## src/rtl/mul_share_arbiter.sv

```systemverilog
// Round-robin sharing of one pipelined 32x32 multiplier cell between
// several requesters, with tag tracking and a drain/quiesce handshake.
module mul_share_arbiter #(
  parameter int NUM_REQ     = 4,
  parameter int MUL_LATENCY = 1,
  parameter int DATA_W      = 32
) (
  input  logic                      clk,
  input  logic                      reset,
  input  logic [NUM_REQ-1:0]        req_valid,
  input  logic [NUM_REQ*DATA_W-1:0] req_src1,
  input  logic [NUM_REQ*DATA_W-1:0] req_src2,
  output logic [NUM_REQ-1:0]        req_ready,
  output logic [NUM_REQ-1:0]        resp_valid,
  output logic [DATA_W-1:0]         resp_result,
  output logic [DATA_W-1:0]         mul_src1,
  output logic [DATA_W-1:0]         mul_src2,
  input  logic [DATA_W-1:0]         mul_cell_result,
  input  logic                      drain_req,
  output logic                      drain_ack,
  output logic                      busy
);

  localparam int PTR_W = (NUM_REQ > 1) ? $clog2(NUM_REQ) : 1;
  localparam logic [PTR_W-1:0] LP_LAST = PTR_W'(NUM_REQ - 1);

  localparam logic [1:0] ST_RUN     = 2'd0;
  localparam logic [1:0] ST_DRAIN   = 2'd1;
  localparam logic [1:0] ST_DRAINED = 2'd2;

  logic [1:0]         r_state;
  logic [1:0]         w_state_nxt;
  logic [PTR_W-1:0]   r_rr_ptr;
  logic               w_can_grant;
  logic               w_found;
  logic               w_gnt_ok;
  logic [PTR_W-1:0]   w_gnt_id;
  logic [NUM_REQ-1:0] w_ge_mask;
  logic [NUM_REQ-1:0] w_hi;
  logic [DATA_W-1:0]  w_op1 [NUM_REQ];
  logic [DATA_W-1:0]  w_op2 [NUM_REQ];
  logic [DATA_W-1:0]  r_src1;
  logic [DATA_W-1:0]  r_src2;
  logic [MUL_LATENCY-1:0] r_tag_v;
  logic [PTR_W-1:0]   r_tag_id [MUL_LATENCY];
  logic [NUM_REQ-1:0] w_resp_oh;
  logic [NUM_REQ-1:0] r_resp_valid;
  logic [DATA_W-1:0]  r_resp_result;
  logic               w_busy;

  assign w_can_grant = (r_state == ST_RUN) && !drain_req;

  always_comb begin
    for (int i = 0; i < NUM_REQ; i++) begin
      w_op1[i] = req_src1[i*DATA_W +: DATA_W];
      w_op2[i] = req_src2[i*DATA_W +: DATA_W];
    end
  end

  // Circular search: first requester at or above the pointer, else lowest.
  always_comb begin
    for (int i = 0; i < NUM_REQ; i++) begin
      w_ge_mask[i] = (PTR_W'(i) >= r_rr_ptr);
    end
    w_hi     = req_valid & w_ge_mask;
    w_found  = 1'b0;
    w_gnt_id = '0;
    for (int i = 0; i < NUM_REQ; i++) begin
      if (!w_found && w_hi[i]) begin
        w_found  = 1'b1;
        w_gnt_id = PTR_W'(i);
      end
    end
    for (int i = 0; i < NUM_REQ; i++) begin
      if (!w_found && req_valid[i]) begin
        w_found  = 1'b1;
        w_gnt_id = PTR_W'(i);
      end
    end
  end

  assign w_gnt_ok = w_found && w_can_grant;

  always_comb begin
    req_ready = '0;
    if (w_gnt_ok) req_ready[w_gnt_id] = 1'b1;
  end

  // Idle cycles replay the last operands so the cell inputs stay quiet.
  assign mul_src1 = w_gnt_ok ? w_op1[w_gnt_id] : r_src1;
  assign mul_src2 = w_gnt_ok ? w_op2[w_gnt_id] : r_src2;

  always_ff @(posedge clk) begin
    if (reset) begin
      r_rr_ptr <= '0;
      r_src1   <= '0;
      r_src2   <= '0;
    end else if (w_gnt_ok) begin
      r_rr_ptr <= (w_gnt_id == LP_LAST) ? '0 : w_gnt_id + PTR_W'(1);
      r_src1   <= w_op1[w_gnt_id];
      r_src2   <= w_op2[w_gnt_id];
    end
  end

  always_ff @(posedge clk) begin
    if (reset) begin
      r_tag_v <= '0;
    end else begin
      r_tag_v[0] <= w_gnt_ok;
      for (int s = 1; s < MUL_LATENCY; s++) begin
        r_tag_v[s] <= r_tag_v[s-1];
      end
    end
  end

  always_ff @(posedge clk) begin
    r_tag_id[0] <= w_gnt_id;
    for (int s = 1; s < MUL_LATENCY; s++) begin
      r_tag_id[s] <= r_tag_id[s-1];
    end
  end

  always_comb begin
    w_resp_oh = '0;
    w_resp_oh[r_tag_id[MUL_LATENCY-1]] = 1'b1;
  end

  always_ff @(posedge clk) begin
    if (reset) begin
      r_resp_valid  <= '0;
      r_resp_result <= '0;
    end else begin
      r_resp_valid <= r_tag_v[MUL_LATENCY-1] ? w_resp_oh : '0;
      if (r_tag_v[MUL_LATENCY-1]) r_resp_result <= mul_cell_result;
    end
  end

  assign resp_valid  = r_resp_valid;
  assign resp_result = r_resp_result;
  assign w_busy      = (|r_tag_v) || (|r_resp_valid);
  assign busy        = w_busy;

  always_comb begin
    w_state_nxt = r_state;
    unique case (r_state)
      ST_RUN: begin
        if (drain_req) w_state_nxt = ST_DRAIN;
      end
      ST_DRAIN: begin
        if (!drain_req)  w_state_nxt = ST_RUN;
        else if (!w_busy) w_state_nxt = ST_DRAINED;
      end
      ST_DRAINED: begin
        if (!drain_req) w_state_nxt = ST_RUN;
      end
      default: w_state_nxt = ST_RUN;
    endcase
  end

  always_ff @(posedge clk) begin
    if (reset) r_state <= ST_RUN;
    else       r_state <= w_state_nxt;
  end

  assign drain_ack = (r_state == ST_DRAINED);

endmodule

```

## config.mk

```make
export PLATFORM = sky130hd
export DESIGN_NAME = mul_share_arbiter
export DESIGN_NICKNAME = d
export VERILOG_FILES = /design/src/rtl/mul_share_arbiter.sv
export SDC_FILE = /design/constraint.sdc
export NUM_CORES = 1
export LEC_CHECK = 0
export BUFFER_PORTS_ARGS = -buffer_cell sky130_fd_sc_hd__buf_2
export CAP_MARGIN = 5
export CORE_AREA = 8 8 149 151
export DETAILED_ROUTE_END_ITERATION = 8
export DIE_AREA = 0 0 157 159
export GPL_TIMING_DRIVEN = 1
export PLACE_DENSITY_LB_ADDON = 0.15
export SLEW_MARGIN = 20
export SYNTH_ARGS = -nofsm -noshare
export SYNTH_HDL_FRONTEND = slang
export SYNTH_SLANG_ARGS = --single-unit
```

## constraint.sdc

```tcl
create_clock -name clk -period 6.8 [get_ports clk]
set_input_delay 1.7 -clock clk [delete_from_list [all_inputs] [get_ports clk]]
set_output_delay 1.7 -clock clk [all_outputs]
set_load 0.01 [all_outputs]
```

==> reports/metrics.cfg <==
[floorplan]
num_rows=52
coreArea_um2=19800
die_w_um=157
die_h_um=159
ioPinCount=401
start_util_pct=32.2
dieArea_um2=25000

[logic_synthesis]
yosysTopAreaCell=dfxtp_1
syn-num-nets=1044
syn_inst=745
synth_compound_area_share_pct=22.4
synth_edf_count=0
syn_avg_cell_area_um2=8.57
async_flop_share_pct=0
yosys_warnings=0
synth_area_leaders=dfxtp_1 (34%), and2_1 (12%), a221oi_1 (12%)
synthMuxAreaShare_pct=5.33
synth_seq_cells=107
synthXorXnorAreaFrac_pct=0
yosys.area_share.simple_pct=32.3
synth_top_family_by_area=simple AND/OR/NAND/NOR gates
syn-cell-area_um2=6380
yosys.cell_types.count=38
yosys.area_share.adder_pct=0.784
yosys_most_used_dff=dfxtp_1
yosysSeqAreaShare_pct=33.6
synth.top_cell.area_share_pct=33.6

[outcome]
status=finished, final reports clean

[sta]
fin_crit_sh_pct=85.0
clock_skew_ns=0.00871
rsz0062_at_grt=no
finalSetupTns_ns=0
slew_headroom_pct=42.1
fin_crit_ns=5.78
hold_violations=0
hold-worst-slack_ns=0.473
setup_viol=0
maxSlewViolCount=0
max_freq_mhz=173
worstMarginPinSlew_ns=0.868

[clocking]
clk_path_buf_depth=2
post_cts_buffers=0
postCtsResizedCells=0
cts_buffers=9
cts_tree=built
cts_sinks=107
clock_latency_ns=0.36
ctsHoldBuffers=0
cts-htree-levels=3
clk_pin_slew_ns=0.08
root_buffer=clkbuf_16

[worst_setup_path]
arrival_ns=4.08
cp_data_required_time_ns=5.10
critPathLaunchType=primary input
crit_path_max_fanout=58
endpoint_kind=output pin
critPathKind=in2out

[power_and_ir_drop]
pwr-share-clk_pct=28.4
p_leak_uw=0.00399
netSwitchingPower_uw=688
p_per_area_nw_per_um2=215
p_int_uw=1210
pwr-share-comb_pct=34.5
ir_drop_uv=142
power_frac_seq_pct=37.1
power_uw=1900
p_sw_share_pct=36.2

[detailed_routing]
via_per_inst=5.25
drc_errors=0
drtIter0Drc=331
ant_nets=0
first_pass_iters=4
drt-total-wl_um=26800
wire_per_inst_um=19.5
vias=7212

[layout]
fillCellCount=2020
synthToLayoutAreaGrowth_pct=38.7
final_nets=1393
drive_gt1_share_pct=42.8
fin_cells=1373

[placement]
hpwl_um=20000
port-buffer-count=400
dp_cells=1353
routabilityCongestion=0.827

[global_routing]
grt_max_degree=73
grt_usage_pct=20.4
grt_pass1_wl_um=40400
gr-total-overflow=0
antenna_found_initial=3
grt_pass1_vias=7180

[run]
drv.max_cap_violation_count=0

[hold_path]
hold_path.class=reg2reg

## worst max-delay path: stages
cell and delay [ns]:
buf_2 0.12, mux2i_1 0.20, nor2_2 0.14, nor3_4 0.41, inv_4 0.35, a211oi_1 0.75
nor3_1 0.19, buf_2 0.20
## per-stage QoR
step | cell area, um2 | setup slack [ns] | util (%)
after global routing | 8850 | 0.800 | 44.6
after CTS | 8840 | 0.975 | 44.6
final | 8850 | 1.02 | 44.6
after floorplan | 6380 | 1.98 | -
after detailed placement | 8540 | 0.991 | 43.0
after global placement | 8540 | 1.01 | 43.0
## Yosys cell counts, drive strengths merged, types with 2 or more instances
library cell  count
nand3             2
dfxtp           107
nor4             63
nor2b             3
o31a              3
a211oi            9
and2            123
inv               4
buf              33
o32ai             3
mux2i            34
nor2            100
a21oi             7
nor3             66
a221oi          117
nor4bb            3
ha                4
and4              6
nand2             8
clkbuf           41
## final cells by class
cell class,count,area (um2),share of cell area [%]
multi-input cells,560,3900,44.0
repair buffers,412,2140,24.2
flip-flops and latches,107,2140,24.2
well taps,270,338,3.82
clock buffers,9,225,2.54
clock inverters,7,77.6,0.876
inverters,4,17.5,0.198
diodes,4,10.0,0.113
## path summary, 6_finish.rpt
kind                                      from       endpoint  slack, ns  depth (start not counted)
worst max-delay path              req_valid[2]    mul_src1[0]       1.02                          8
worst min-delay path            r_tag_id[0][0]  resp_valid[2]       0.47                          1
worst max register to register     r_rr_ptr[1]     r_src1[29]       4.04                          7
worst min register to register  r_tag_id[0][0]  resp_valid[2]       0.47                          1
## routing by layer
layer | up-vias | GRT usage [%] | wire length (um)
met2 | 316 | 34.0 | 12800
met1 | 3327 | 24.6 | 11000
met3 | 26 | 5.81 | 2490
met4 | 0 | 6.77 | 486
li1 | 3543 | - | -
met5 | - | 0 | 0
## registers in the layout, indices dropped and copies added, names as in the netlist
| name | flops |
|---|---|
| r_rr_ptr | 2 |
| resp_valid | 4 |
| resp_result | 32 |
| r_tag_id | 2 |
| r_state | 2 |
| r_src1 | 32 |
| r_src2 | 32 |
| r_tag_v | 1 |
## power groups by stage
stage	Sequential, uW	Combinational, uW	Clock (uW)
4_1_cts	705	662	563
3_5_place_dp	719	659	0
3_3_place_gp	718	660	0
2_1_floorplan	720	394	0
6_report	705	655	540
5_1_grt	711	720	582
## cells in the final DEF, fill, tap and decap left out, types with 4 or more instances in the layout
cell type / count
nor2_1: 98
a21oi_1: 6
ha_1: 4
dfxtp_1: 106
mux2i_1: 34
buf_4: 9
and2_1: 123
a221oi_1: 85
a211oi_1: 9
nor3_1: 65
buf_12: 4
nor4_1: 62
a221oi_2: 32
nand2_1: 8
and4_1: 6
buf_2: 399
clkbuf_16: 9
diode_2: 4
## cell families after synthesis
logic type | Yosys count
compound gates | 144
simple gates | 378
flops | 107
fa+ha+maj | 4
buf+inv | 78
mux | 34
(Power assumes the default switching activity.)
